$ cat config.mk
export PLATFORM = sky130hd
export DESIGN_NAME = uart_tx_fifo_bus_flat
export DESIGN_NICKNAME = d
export VERILOG_FILES = /design/src/rtl/uart_tx_fifo_bus_pkg.sv /design/src/rtl/uart_tx_fifo_bus_if.sv /design/src/rtl/uart_tx_fifo_bus_sync_fifo.sv /design/src/rtl/uart_tx_fifo_bus.sv /design/src/flat_wrapper.sv
export SDC_FILE = /design/constraint.sdc
export NUM_CORES = 1
export LEC_CHECK = 0
export CORE_ASPECT_RATIO = 0.75
export CORE_MARGIN = 3
export CORE_UTILIZATION = 53
export CTS_CLUSTER_DIAMETER = 150
export CTS_CLUSTER_SIZE = 14
export DETAILED_ROUTE_END_ITERATION = 10
export GPL_TIMING_DRIVEN = 0
export MAX_ROUTING_LAYER = met4
export PLACE_DENSITY = 0.79
export RECOVER_POWER = 25
export SLEW_MARGIN = 30
export SYNTH_ARGS = -nofsm -noshare
export SYNTH_HDL_FRONTEND = slang
export SYNTH_SLANG_ARGS = --single-unit
export TNS_END_PERCENT = 50
$ cat constraint.sdc
create_clock -name hb_clk_i -period 5.4 [get_ports hb_clk_i]
set_clock_uncertainty 0.05 [all_clocks]
set_input_delay 0.81 -clock hb_clk_i [delete_from_list [all_inputs] [get_ports hb_clk_i]]
set_output_delay 0.81 -clock hb_clk_i [all_outputs]
set_load 0.005 [all_outputs]
$ cat src/rtl/uart_tx_fifo_bus_pkg.sv
// Shared types and constants for the bus-attached UART transmitter.
// Offsets, FSM state encoding, status word layout and bus bundles.
package uart_pkg;

  localparam logic [4:0] UART_DATA_OFS = 5'd28;
  localparam logic [4:0] UART_DIV_OFS  = 5'd24;
  localparam int         UART_MIN_DIV  = 4;

  typedef enum logic [1:0] {
    UART_IDLE  = 2'd0,
    UART_START = 2'd1,
    UART_DATA  = 2'd2,
    UART_STOP  = 2'd3
  } uart_tx_state_t;

  typedef struct packed {
    logic [19:0] rsvd_hi;
    logic [3:0]  count;
    logic [3:0]  rsvd_lo;
    logic        overflow;
    logic        busy;
    logic        full;
    logic        empty;
  } uart_tx_status_t;

  typedef struct packed {
    logic [31:0] raddr;
    logic [31:0] waddr;
    logic [31:0] wdata;
  } hb_slave_t;

  typedef struct packed {
    logic ren;
    logic wen;
  } sel_t;

endpackage

$ cat src/rtl/uart_tx_fifo_bus_if.sv
// XT high-speed bus slave port: address/data bundle, strobes and read data.
interface uart_tx_fifo_bus_if;
  import uart_pkg::*;

  hb_slave_t   xt_hb;
  sel_t        sel;
  logic [31:0] rdata;

  modport slave  (input xt_hb, input sel, output rdata);
  modport master (output xt_hb, output sel, input rdata);
endinterface

$ cat src/rtl/uart_tx_fifo_bus_sync_fifo.sv
// Single-clock FIFO with registered full/empty flags and occupancy count.
module sync_fifo #(
  parameter int WIDTH = 8,
  parameter int DEPTH = 8,
  localparam int AW = (DEPTH > 1) ? $clog2(DEPTH) : 1,
  localparam int CW = $clog2(DEPTH + 1)
) (
  input  logic             clk_i,
  input  logic             rst_i,
  input  logic             push_i,
  input  logic [WIDTH-1:0] wdata_i,
  input  logic             pop_i,
  output logic [WIDTH-1:0] rdata_o,
  output logic             full_o,
  output logic             empty_o,
  output logic [CW-1:0]    count_o
);
  logic [WIDTH-1:0] mem_q [DEPTH];
  logic [AW-1:0]    wr_ptr_q, rd_ptr_q;
  logic [CW-1:0]    count_q, count_d;
  logic             full_q, empty_q;
  logic             push_ok, pop_ok;

  // A push against the registered full flag is dropped even if a pop frees a slot.
  assign push_ok = push_i && !full_q;
  assign pop_ok  = pop_i && !empty_q;
  assign count_d = count_q + CW'(push_ok) - CW'(pop_ok);

  always_ff @(posedge clk_i) begin
    if (rst_i) begin
      wr_ptr_q <= '0;
      rd_ptr_q <= '0;
      count_q  <= '0;
      full_q   <= 1'b0;
      empty_q  <= 1'b1;
    end else begin
      if (push_ok) wr_ptr_q <= wr_ptr_q + AW'(1);
      if (pop_ok)  rd_ptr_q <= rd_ptr_q + AW'(1);
      count_q <= count_d;
      full_q  <= (count_d == CW'(DEPTH));
      empty_q <= (count_d == '0);
    end
  end

  always_ff @(posedge clk_i) begin
    if (push_ok) mem_q[wr_ptr_q] <= wdata_i;
  end

  assign rdata_o = mem_q[rd_ptr_q];
  assign full_o  = full_q;
  assign empty_o = empty_q;
  assign count_o = count_q;
endmodule

$ cat src/rtl/uart_tx_fifo_bus.sv
// 8N1 UART transmitter behind a TX FIFO on the XT bus; interrupt pulses when the
// FIFO has drained and the last stop bit has finished.
module uart_tx_fifo_bus
  import uart_pkg::*;
#(
  parameter int              FIFO_DEPTH  = 8,
  parameter int              DIV_W       = 16,
  parameter logic [DIV_W-1:0] DEFAULT_DIV = 16'd868
) (
  input  logic               hb_clk_i,
  input  logic               rst_i,
  uart_tx_fifo_bus_if.slave  bus,
  output logic               tx_irq_o,
  output logic               uart_tx_o
);
  localparam logic [1:0] IDLE  = UART_IDLE;
  localparam logic [1:0] START = UART_START;
  localparam logic [1:0] DATA  = UART_DATA;
  localparam logic [1:0] STOP  = UART_STOP;
  localparam int         CW    = $clog2(FIFO_DEPTH + 1);

  logic [4:0]       waddr, raddr;
  logic [DIV_W-1:0] wdiv;
  logic             wr_data, wr_div, rd_status;
  logic             fifo_pop, fifo_full, fifo_empty;
  logic [7:0]       fifo_head;
  logic [CW-1:0]    fifo_count;
  logic             unused_bus;

  logic [1:0]       state_q, state_d;
  logic [DIV_W-1:0] baud_q, baud_d, fdiv_q, fdiv_d, div_q, div_d;
  logic [2:0]       bit_q, bit_d;
  logic [7:0]       shift_q, shift_d;
  logic             tx_q, tx_d, irq_q, irq_d, ovf_q, ovf_d, baud_end;
  logic [31:0]      rdata_q, rdata_d;
  uart_tx_status_t  status;

  assign waddr      = bus.xt_hb.waddr[4:0];
  assign raddr      = bus.xt_hb.raddr[4:0];
  assign wdiv       = bus.xt_hb.wdata[DIV_W-1:0];
  assign unused_bus = ^{bus.xt_hb.waddr[31:5], bus.xt_hb.raddr[31:5], bus.xt_hb.wdata[31:DIV_W]};

  assign wr_data   = bus.sel.wen && (waddr == UART_DATA_OFS);
  assign wr_div    = bus.sel.wen && (waddr == UART_DIV_OFS) && (wdiv >= DIV_W'(UART_MIN_DIV));
  assign rd_status = bus.sel.ren && (raddr != UART_DATA_OFS) && (raddr != UART_DIV_OFS);

  sync_fifo #(.WIDTH(8), .DEPTH(FIFO_DEPTH)) u_fifo (
    .clk_i   (hb_clk_i),
    .rst_i   (rst_i),
    .push_i  (wr_data),
    .wdata_i (bus.xt_hb.wdata[7:0]),
    .pop_i   (fifo_pop),
    .rdata_o (fifo_head),
    .full_o  (fifo_full),
    .empty_o (fifo_empty),
    .count_o (fifo_count)
  );

  always_comb begin
    status          = '0;
    status.empty    = fifo_empty;
    status.full     = fifo_full;
    status.busy     = (state_q != IDLE);
    status.overflow = ovf_q;
    status.count    = 4'(fifo_count);
  end

  always_comb begin
    div_d = wr_div ? wdiv : div_q;
    ovf_d = ovf_q;
    if (wr_data && fifo_full) ovf_d = 1'b1;
    else if (rd_status)       ovf_d = 1'b0;
    if (raddr == UART_DATA_OFS)     rdata_d = '0;
    else if (raddr == UART_DIV_OFS) rdata_d = 32'(div_q);
    else                            rdata_d = status;
  end

  assign baud_end = (baud_q == fdiv_q - DIV_W'(1));

  always_comb begin
    state_d  = state_q;
    baud_d   = baud_end ? '0 : baud_q + DIV_W'(1);
    bit_d    = bit_q;
    shift_d  = shift_q;
    fdiv_d   = fdiv_q;
    tx_d     = tx_q;
    irq_d    = 1'b0;
    fifo_pop = 1'b0;
    case (state_q)
      IDLE: begin
        tx_d   = 1'b1;
        baud_d = '0;
        if (!fifo_empty) begin
          fifo_pop = 1'b1;
          shift_d  = fifo_head;
          fdiv_d   = div_q;
          state_d  = START;
          tx_d     = 1'b0;
        end
      end
      START: if (baud_end) begin
        state_d = DATA;
        bit_d   = '0;
        tx_d    = shift_q[0];
      end
      DATA: if (baud_end) begin
        if (bit_q == 3'd7) begin
          state_d = STOP;
          tx_d    = 1'b1;
        end else begin
          shift_d = shift_q >> 1;
          bit_d   = bit_q + 3'd1;
          tx_d    = shift_q[1];
        end
      end
      default: if (baud_end) begin
        // Chain straight into the next start bit so queued frames stay contiguous.
        if (!fifo_empty) begin
          fifo_pop = 1'b1;
          shift_d  = fifo_head;
          fdiv_d   = div_q;
          state_d  = START;
          tx_d     = 1'b0;
        end else begin
          state_d = IDLE;
          irq_d   = 1'b1;
        end
      end
    endcase
  end

  always_ff @(posedge hb_clk_i) begin
    if (rst_i) begin
      state_q <= IDLE;
      baud_q  <= '0;
      bit_q   <= '0;
      shift_q <= '0;
      fdiv_q  <= DEFAULT_DIV;
      div_q   <= DEFAULT_DIV;
      tx_q    <= 1'b1;
      irq_q   <= 1'b0;
      ovf_q   <= 1'b0;
      rdata_q <= '0;
    end else begin
      state_q <= state_d;
      baud_q  <= baud_d;
      bit_q   <= bit_d;
      shift_q <= shift_d;
      fdiv_q  <= fdiv_d;
      div_q   <= div_d;
      tx_q    <= tx_d;
      irq_q   <= irq_d;
      ovf_q   <= ovf_d;
      if (bus.sel.ren) rdata_q <= rdata_d;
    end
  end

  assign bus.rdata = rdata_q;
  assign uart_tx_o = tx_q;
  assign tx_irq_o  = irq_q;
endmodule

$ cat src/flat_wrapper.sv
// flat-port wrapper written by rule: the top's interface ports become plain ports
module uart_tx_fifo_bus_flat import uart_pkg::*;
#(
  parameter int              FIFO_DEPTH  = 8,
  parameter int              DIV_W       = 16,
  parameter logic [DIV_W-1:0] DEFAULT_DIV = 16'd868
)
  (hb_clk_i, rst_i, tx_irq_o, uart_tx_o, bus_xt_hb, bus_sel, bus_rdata);
  uart_tx_fifo_bus_if bus_i ();
  input  logic hb_clk_i;
  input  logic rst_i;
  output logic tx_irq_o;
  output logic uart_tx_o;
  input wire logic [$bits(bus_i.xt_hb)-1:0] bus_xt_hb;
  input wire logic [$bits(bus_i.sel)-1:0] bus_sel;
  output wire logic [$bits(bus_i.rdata)-1:0] bus_rdata;
  assign bus_i.xt_hb = bus_xt_hb;
  assign bus_i.sel = bus_sel;
  assign bus_rdata = bus_i.rdata;
  uart_tx_fifo_bus #(.FIFO_DEPTH(FIFO_DEPTH), .DIV_W(DIV_W), .DEFAULT_DIV(DEFAULT_DIV)) u_core (.hb_clk_i(hb_clk_i), .rst_i(rst_i), .bus(bus_i), .tx_irq_o(tx_irq_o), .uart_tx_o(uart_tx_o));
endmodule
## Yosys cells after proc, flatten, opt, wreduce, memory -nomap -nowiden

Memory sizes are Yosys's and may differ from the RTL's. A register that Yosys moved wholly into a read port is not among the register bits.
Cells that the tools add are included.

| cells by class | value |
|---|---|
| add/sub/neg operators | 7 |
| order comparisons | 1 |
| equality and inequality tests | 17 |
| mux-type cells | 37 |
| bitwise operators | 3 |
| reductions and logical operators | 24 |

Operators by type and width:

| cell | count |
|---|---|
| 16-bit 2-to-1 mux | 3 |
| 32-bit 2-to-1 mux | 1 |
| 8-bit 2-to-1 mux | 4 |
| 16-bit case mux with 2 select lines | 1 |
| 8-bit case mux with 3 select lines | 1 |
| 5-bit equality test (second input constant) | 4 |
| 16-bit by 1-bit adder with 16-bit output (second input constant) | 1 |
| 16-bit equality test | 1 |
| 16-bit by 3-bit greater-or-equal comparator with 1-bit output (second input constant) | 1 |
| 16-bit by 1-bit subtractor with 16-bit output (second input constant) | 1 |
| 3-bit 2-to-1 mux | 5 |
| 1-bit 2-to-1 mux | 13 |
| 4-bit AND reduction | 3 |
| 2-bit 2-to-1 mux | 5 |
| 5-bit != test (second input constant) | 2 |
| 3-bit by 1-bit adder with 3-bit output (second input constant) | 3 |
| 1-bit logical AND | 8 |
| 2-bit nonzero test | 4 |
| 2-bit by 1-bit != test with 1-bit output (second input constant) | 3 |
| 2-bit case mux with 3 select lines | 1 |
| 3-bit case mux with 2 select lines | 1 |
| 5-bit AND reduction | 1 |
| 5-bit OR reduction | 1 |
| 4-bit by 1-bit adder with 4-bit output | 1 |
| other kinds (16) | 20 |

| word-level totals | value |
|---|---|
| bits in registers | 108 |
| memory bits (writable) | 64 |
| input bits | 100 |
| logic and storage cells | 105 |
| memories | 1 |

Memory list:

| memory | depth | width | rd ports | clocked after memory_dff | wr ports | line | text |
|---|---|---|---|---|---|---|---|
| u_core.u_fifo.mem_q | 8 | 8 | 1 | 1 | 1 | uart_tx_fifo_bus_sync_fifo.sv:18 | `logic [WIDTH-1:0] mem_q [DEPTH];` |

## Depth between registers and ports, before layout

| depth | value |
|---|---|
| word-level depth | 7 |
| gate-level depth with buffers | 18 |

## Modules after synthesis

From an unflattened synthesis, not the netlist that was laid out.

| second synthesis, totals | value |
|---|---|
| cells, all modules | 667 |
| area total of the unflattened synthesis | 7395.8 sq um |

Modules (own cells, without submodules):

| module | times used | cells each | area an instance (sq um) |
|---|---|---|---|
| uart_tx_fifo_bus | 1 | 498 | 4229.1 |
| sync_fifo | 1 | 169 | 3166.8 |

## Least setup slack after synthesis

No wires, ideal clock.

| path | value |
|---|---|
| path kind | register to register |
| start point | reg u_core.fdiv_q[8] |
| end point | reg u_core.u_fifo.full_q (netlist: u_core.u_fifo.full_o) |
| setup time | 59 ps |
| arrival | 3738 ps |
| required time | 5291 ps |
| setup slack | 1553 ps |
| cell stages (with the launch flop) | 14 |
| path buffers | 0 |
| clock period less this slack | 3847 ps |
| cells stage by stage | dfxtp_1 -> or4_4 -> or4_4 -> o211a_1 -> a311oi_2 -> inv_1 -> a31oi_2 -> or3_1 -> nand2_1 -> ha_1 -> fa_1 -> xnor2_1 -> nor3b_1 -> and2_1 |

| on the way | value |
|---|---|
| word-level cells in the longest chain between the ends | 7 |

RTL lines:

| item | line | text |
|---|---|---|
| start, declared | uart_tx_fifo_bus.sv:31 | `logic [DIV_W-1:0] baud_q, baud_d, fdiv_q, fdiv_d, div_q, div_d;` |
| start signal, assigned | uart_tx_fifo_bus.sv:149 | `fdiv_q <= fdiv_d;` |
| 16-bit by 1-bit subtractor with 16-bit output | uart_tx_fifo_bus.sv:78 | `assign baud_end = (baud_q == fdiv_q - DIV_W'(1));` |
| 16-bit equality test | uart_tx_fifo_bus.sv:78 |  |
| 1-bit 2-to-1 mux | uart_tx_fifo_bus.sv:116 | `default: if (baud_end) begin` |
| 1-bit case mux with 2 select lines | uart_tx_fifo_bus.sv:89 | `case (state_q)` |
| 1-bit logical AND | uart_tx_fifo_bus_sync_fifo.sv:26 | `assign pop_ok = pop_i && !empty_q;` |
| 4-bit by 1-bit subtractor with 4-bit output | uart_tx_fifo_bus_sync_fifo.sv:27 | `assign count_d = count_q + CW'(push_ok) - CW'(pop_ok);` |
| 4-bit equality test | uart_tx_fifo_bus_sync_fifo.sv:40 | `full_q <= (count_d == CW'(DEPTH));` |
| end signal, assigned | uart_tx_fifo_bus_sync_fifo.sv:40 |  |
| end, declared | uart_tx_fifo_bus_sync_fifo.sv:21 | `logic full_q, empty_q;` |

Every way passes these cells.
A chain may end at the register's enable or synchronous reset.

## Worst setup path after layout

| path | value |
|---|---|
| start point | reg u_core.fdiv_q[3] |
| end point | reg u_core.u_fifo.empty_q (netlist: u_core.u_fifo.empty_o) |

| on the way | value |
|---|---|
| word-level cells in the longest chain between the ends | 7 |

RTL lines:

| item | line | text |
|---|---|---|
| 16-bit by 1-bit subtractor with 16-bit output | uart_tx_fifo_bus.sv:78 |  |
| 16-bit equality test | uart_tx_fifo_bus.sv:78 |  |
| 1-bit 2-to-1 mux | uart_tx_fifo_bus.sv:116 |  |
| 1-bit case mux with 2 select lines | uart_tx_fifo_bus.sv:89 |  |
| 1-bit logical AND | uart_tx_fifo_bus_sync_fifo.sv:26 |  |
| 4-bit by 1-bit subtractor with 4-bit output | uart_tx_fifo_bus_sync_fifo.sv:27 |  |
| 4-bit logical NOT | uart_tx_fifo_bus_sync_fifo.sv:41 | `empty_q <= (count_d == '0);` |
| end signal, assigned | uart_tx_fifo_bus_sync_fifo.sv:41 |  |
| end, declared | uart_tx_fifo_bus_sync_fifo.sv:21 |  |

Every way passes these cells.

==> flow_metrics.env <==
export IMPL_status="completed"
export IMPL_antenna_found_initial=0
export IMPL_regToRegStartpoint="u_core.fdiv_q[3]"
export IMPL_core_area_sq_mm=0.0134
export IMPL_cts_made_buffers=17
export IMPL_die_area_sq_mm=0.0156
export IMPL_cp_startpoint="u_core.fdiv_q[3]"
export IMPL_max_freq_mhz=222
export IMPL_ys_types=68
export IMPL_clkSinkCount=159
export IMPL_worstPathMaxFanout=8
export IMPL_synth_cells=701
export IMPL_p_sw_w=0.00112
export IMPL_drtAntennaViolNets=0
export IMPL_worstSetupPathType="flop to flop"
export IMPL_cp_required_ns=5.71
export IMPL_worstHoldPathType="flop to flop"
export IMPL_fin_tns_setup_ns=0
export IMPL_nets=894
export IMPL_yosysSeqAreaShare_pct=51.0
export IMPL_drc_errors=0
export IMPL_intPower_w=0.00250
export IMPL_synth_edf_count=64
export IMPL_setup_slack_ns=0.902
export IMPL_cts_setup_buffers=0
export IMPL_cts_repair_resized=0
export IMPL_cp_start_kind="flop"
export IMPL_clock_power_share_pct=34.7
export IMPL_vias=5566
export IMPL_numPortBuffers=45
export IMPL_h_tree_depth=4
export IMPL_hpwl_mm=12.8
export IMPL_post_place_ws_ns=0.997
export IMPL_rsz0062_at_grt="false"
export IMPL_ys_flop_type="dfxtp_1"
export IMPL_start_util_pct=55.9
export IMPL_wl_mm=17.6
export IMPL_rows=36
export IMPL_fp_dieW_um=143
export IMPL_yosysWarnings=0
export IMPL_comb_power_share_pct=27.1
export IMPL_post_route_period_util_pct=83.3
export IMPL_worst_slew_pin_slew_ns=0.855
export IMPL_async_reset_ff_share_pct=0
export IMPL_detail_route_vias_per_cell=5.77
export IMPL_drt_first_pass_iters=6
export IMPL_cts_hold_buf=0
export IMPL_clockBufferDepth=2
export IMPL_cp_arrival_ns=4.81
export IMPL_avgSynthCellArea_sq_um=10.7
export IMPL_cts_tree="done"
export IMPL_fillers=984
export IMPL_antennaDiodeCount=0
export IMPL_slowest_stage="nor3_1"
export IMPL_swShare_pct=31.0
export IMPL_min_period_ns=4.50
export IMPL_die_y_um=109
export IMPL_grt_pass1_wl_mm=28.5
export IMPL_max_vdd_ir_drop_uv=316
export IMPL_slowest_delay_ns=0.73
export IMPL_setup_viol=0
export IMPL_crit_path_end_kind="flop"
export IMPL_cap_viol_max_count=0
export IMPL_ys_ff_latch=159
export IMPL_clk_pin_slew_worst_paths_ns=0.07
export IMPL_syn_area_sq_mm=0.00750
export IMPL_p_leak_nw=3.17
export IMPL_area_growth_pct=18.3
export IMPL_gp_congestion=0.971
export IMPL_post_route_cells_drive_above_1_share_pct=13.1
export IMPL_slew_viol_final=0
export IMPL_worstPathCellList="nor3_1 -> a21oi_1 -> a211o_1 -> a31oi_1 -> and4bb_2 -> buf_4 -> a31oi_2 -> or3_1 -> nand2_1 -> ha_1 -> fa_1 -> xnor2_1 -> nor3b_1 -> nor2_1 -> nor2_1"
export IMPL_power_frac_seq_pct=38.1
export IMPL_crit_top_cell="nor2_1"
export IMPL_finalHoldViolations=0
export IMPL_grt_max_degree=19
export IMPL_min_delay_start="u_core.div_q[3]"
export IMPL_wl_per_cell_um=18.3
export IMPL_maxSlewHeadroom_pct=42.5
export IMPL_overflow=0
export IMPL_power_density_mw_per_mm2=408
export IMPL_clk_latency_ns=0.43
export IMPL_grtUsageTotal_pct=24.4
export IMPL_drtIter0Drc=497
export IMPL_clockRootBuffer="clkbuf_16"
export IMPL_grt_pass1_vias=5461
export IMPL_ioPinCount=134
==> final timing paths <==
kind	depth (start not counted)	slack (ns)	end
worst min-delay path	2	0.42	u_core.div_q[3]
worst max-delay path	15	0.90	u_core.u_fifo.empty_o
worst min register to register	2	0.42	u_core.div_q[3]
worst max register to register	15	0.90	u_core.u_fifo.empty_o
==> cell type report <==
type,count,area [sq um],share of cell area [%]
Sequential cell,159,3820,43.1
Timing Repair Buffer,45,450,5.08
Inverter,14,52.6,0.592
Tap cell,171,214,2.41
Clock inverter,15,208,2.34
Multi-Input combinational cell,490,3390,38.2
Buffer,53,307,3.46
Clock buffer,17,425,4.79
==> critical path, delay by kind of cell, from the launching register on <==
family / cells / cell delay [ns]
and+or+nand+nor: 7 / 1.77
AOI/OAI and AO/OA: 4 / 1.21
adders and majority gates: 2 / 0.61
DFF: 1 / 0.39
xor gates and xnor gates: 1 / 0.24
buffers and inverters: 1 / 0.16
==> cells by family (layout without fill, tap and decap cells) <==
family | count (synthesis) | count (layout) | share of synthesized area [%]
AOI/OAI and AO/OA | 93 | 93 | 8.68
xor gates and xnor gates | 34 | 34 | 3.97
adders and majority gates | 14 | 14 | 2.44
buffers and inverters | 67 | 144 | 4.79
DFF | 159 | 159 | 51.0
muxes | 62 | 62 | 11.4
other | 1 | 16 | 0.0500
and+or+nand+nor | 271 | 271 | 17.7
==> through the flow <==
stage	utilization [%]	hold WS (ns)	total power [W]	instances	cell area (sq um)
2_1_floorplan	-	0.395	0.00212	716	7550
3_3_place_gp	61.2	0.410	0.00232	932	8220
3_5_place_dp	61.3	0.412	0.00236	932	8230
4_1_cts	66.1	0.420	0.00362	964	8870
5_1_grt	66.1	0.437	0.00378	964	8870
6_report	66.1	0.422	0.00362	964	8870
==> synth_stat cells, types with 12 or more instances <==
library cell	count	area (sq um)
xnor2_1	20	175
nand2_1	64	240
xor2_1	14	123
mux2i_1	39	390
o21ai_0	15	75.1
nor2_1	99	372
ha_1	13	163
clkbuf_1	23	86.3
buf_4	18	135
nor2b_1	18	113
inv_1	13	48.8
dfxtp_1	95	1900
edfxtp_1	64	1920
nand4_1	12	75.1
nand3_1	14	70.1
a21oi_1	36	180
mux4_2	16	360
==> registers in the layout, indices dropped and copies added (netlist names), named ones only <==
name,flops
u_core.u_fifo.mem_q,64
u_core.baud_q,16
u_core.bus.rdata,16
u_core.div_q,16
u_core.fdiv_q,16
u_core.shift_q,8
u_core.u_fifo.count_o,4
u_core.bit_q,3
u_core.u_fifo.rd_ptr_q,3
u_core.u_fifo.wr_ptr_q,3
u_core.state_q,2
u_core.ovf_q,1
u_core.tx_irq_o,1
u_core.u_fifo.empty_o,1
u_core.u_fifo.full_o,1
u_core.uart_tx_o,1
==> cell usage in the layout (no fill, tap or decap), types with 4 or more instances in the layout <==
| cell type | netlist | layout |
|---|---|---|
| conb_1 | 1 | 16 |
| ha_1 | 13 | 13 |
| mux4_2 | 16 | 16 |
| buf_4 | 18 | 18 |
| nor2b_1 | 18 | 18 |
| dfxtp_1 | 95 | 95 |
| xor2_1 | 14 | 14 |
| nand4_1 | 12 | 12 |
| nor2_1 | 99 | 99 |
| dlygate4sd3_1 | 0 | 8 |
| nand3_1 | 14 | 14 |
| a21oi_1 | 36 | 36 |
| buf_6 | 5 | 5 |
| mux2i_1 | 39 | 39 |
| xnor2_1 | 20 | 20 |
| clkdlybuf4s50_1 | 0 | 37 |
| inv_1 | 13 | 13 |
| nor4_1 | 6 | 5 |
| clkbuf_1 | 23 | 23 |
| nand2_1 | 64 | 64 |
| mux2_4 | 7 | 7 |
| or3_1 | 10 | 10 |
| o21ai_0 | 15 | 15 |
| edfxtp_1 | 64 | 64 |
| clkbuf_16 | 0 | 17 |
| nor3b_1 | 10 | 9 |
| nor3_1 | 10 | 8 |
| and3_1 | 4 | 4 |
| buf_1 | 5 | 5 |
| inv_8 | 0 | 5 |
| nand2b_1 | 4 | 4 |
| a211oi_1 | 8 | 8 |
==> power by group through the flow <==
stage	Sequential, W	Clock, W	Combinational (W)
CTS	0.00138	0.00127	0.000972
global placement	0.00140	0	0.000922
global route	0.00139	0.00133	0.00107
finish	0.00138	0.00126	0.000981
floorplan	0.00139	0	0.000737
detailed placement	0.00140	0	0.000953
==> routing by layer <==
metal  vias to the layer above  track usage [%]  wire length [um]
met5                         -                -                 0
met4                         0             7.86               224
met1                      2666             33.9              8210
li1                       2639                -                 -
met3                        18             5.44              1320
met2                       243             36.2              7890
No activity file was read; power rests on OpenSTA's default activity.
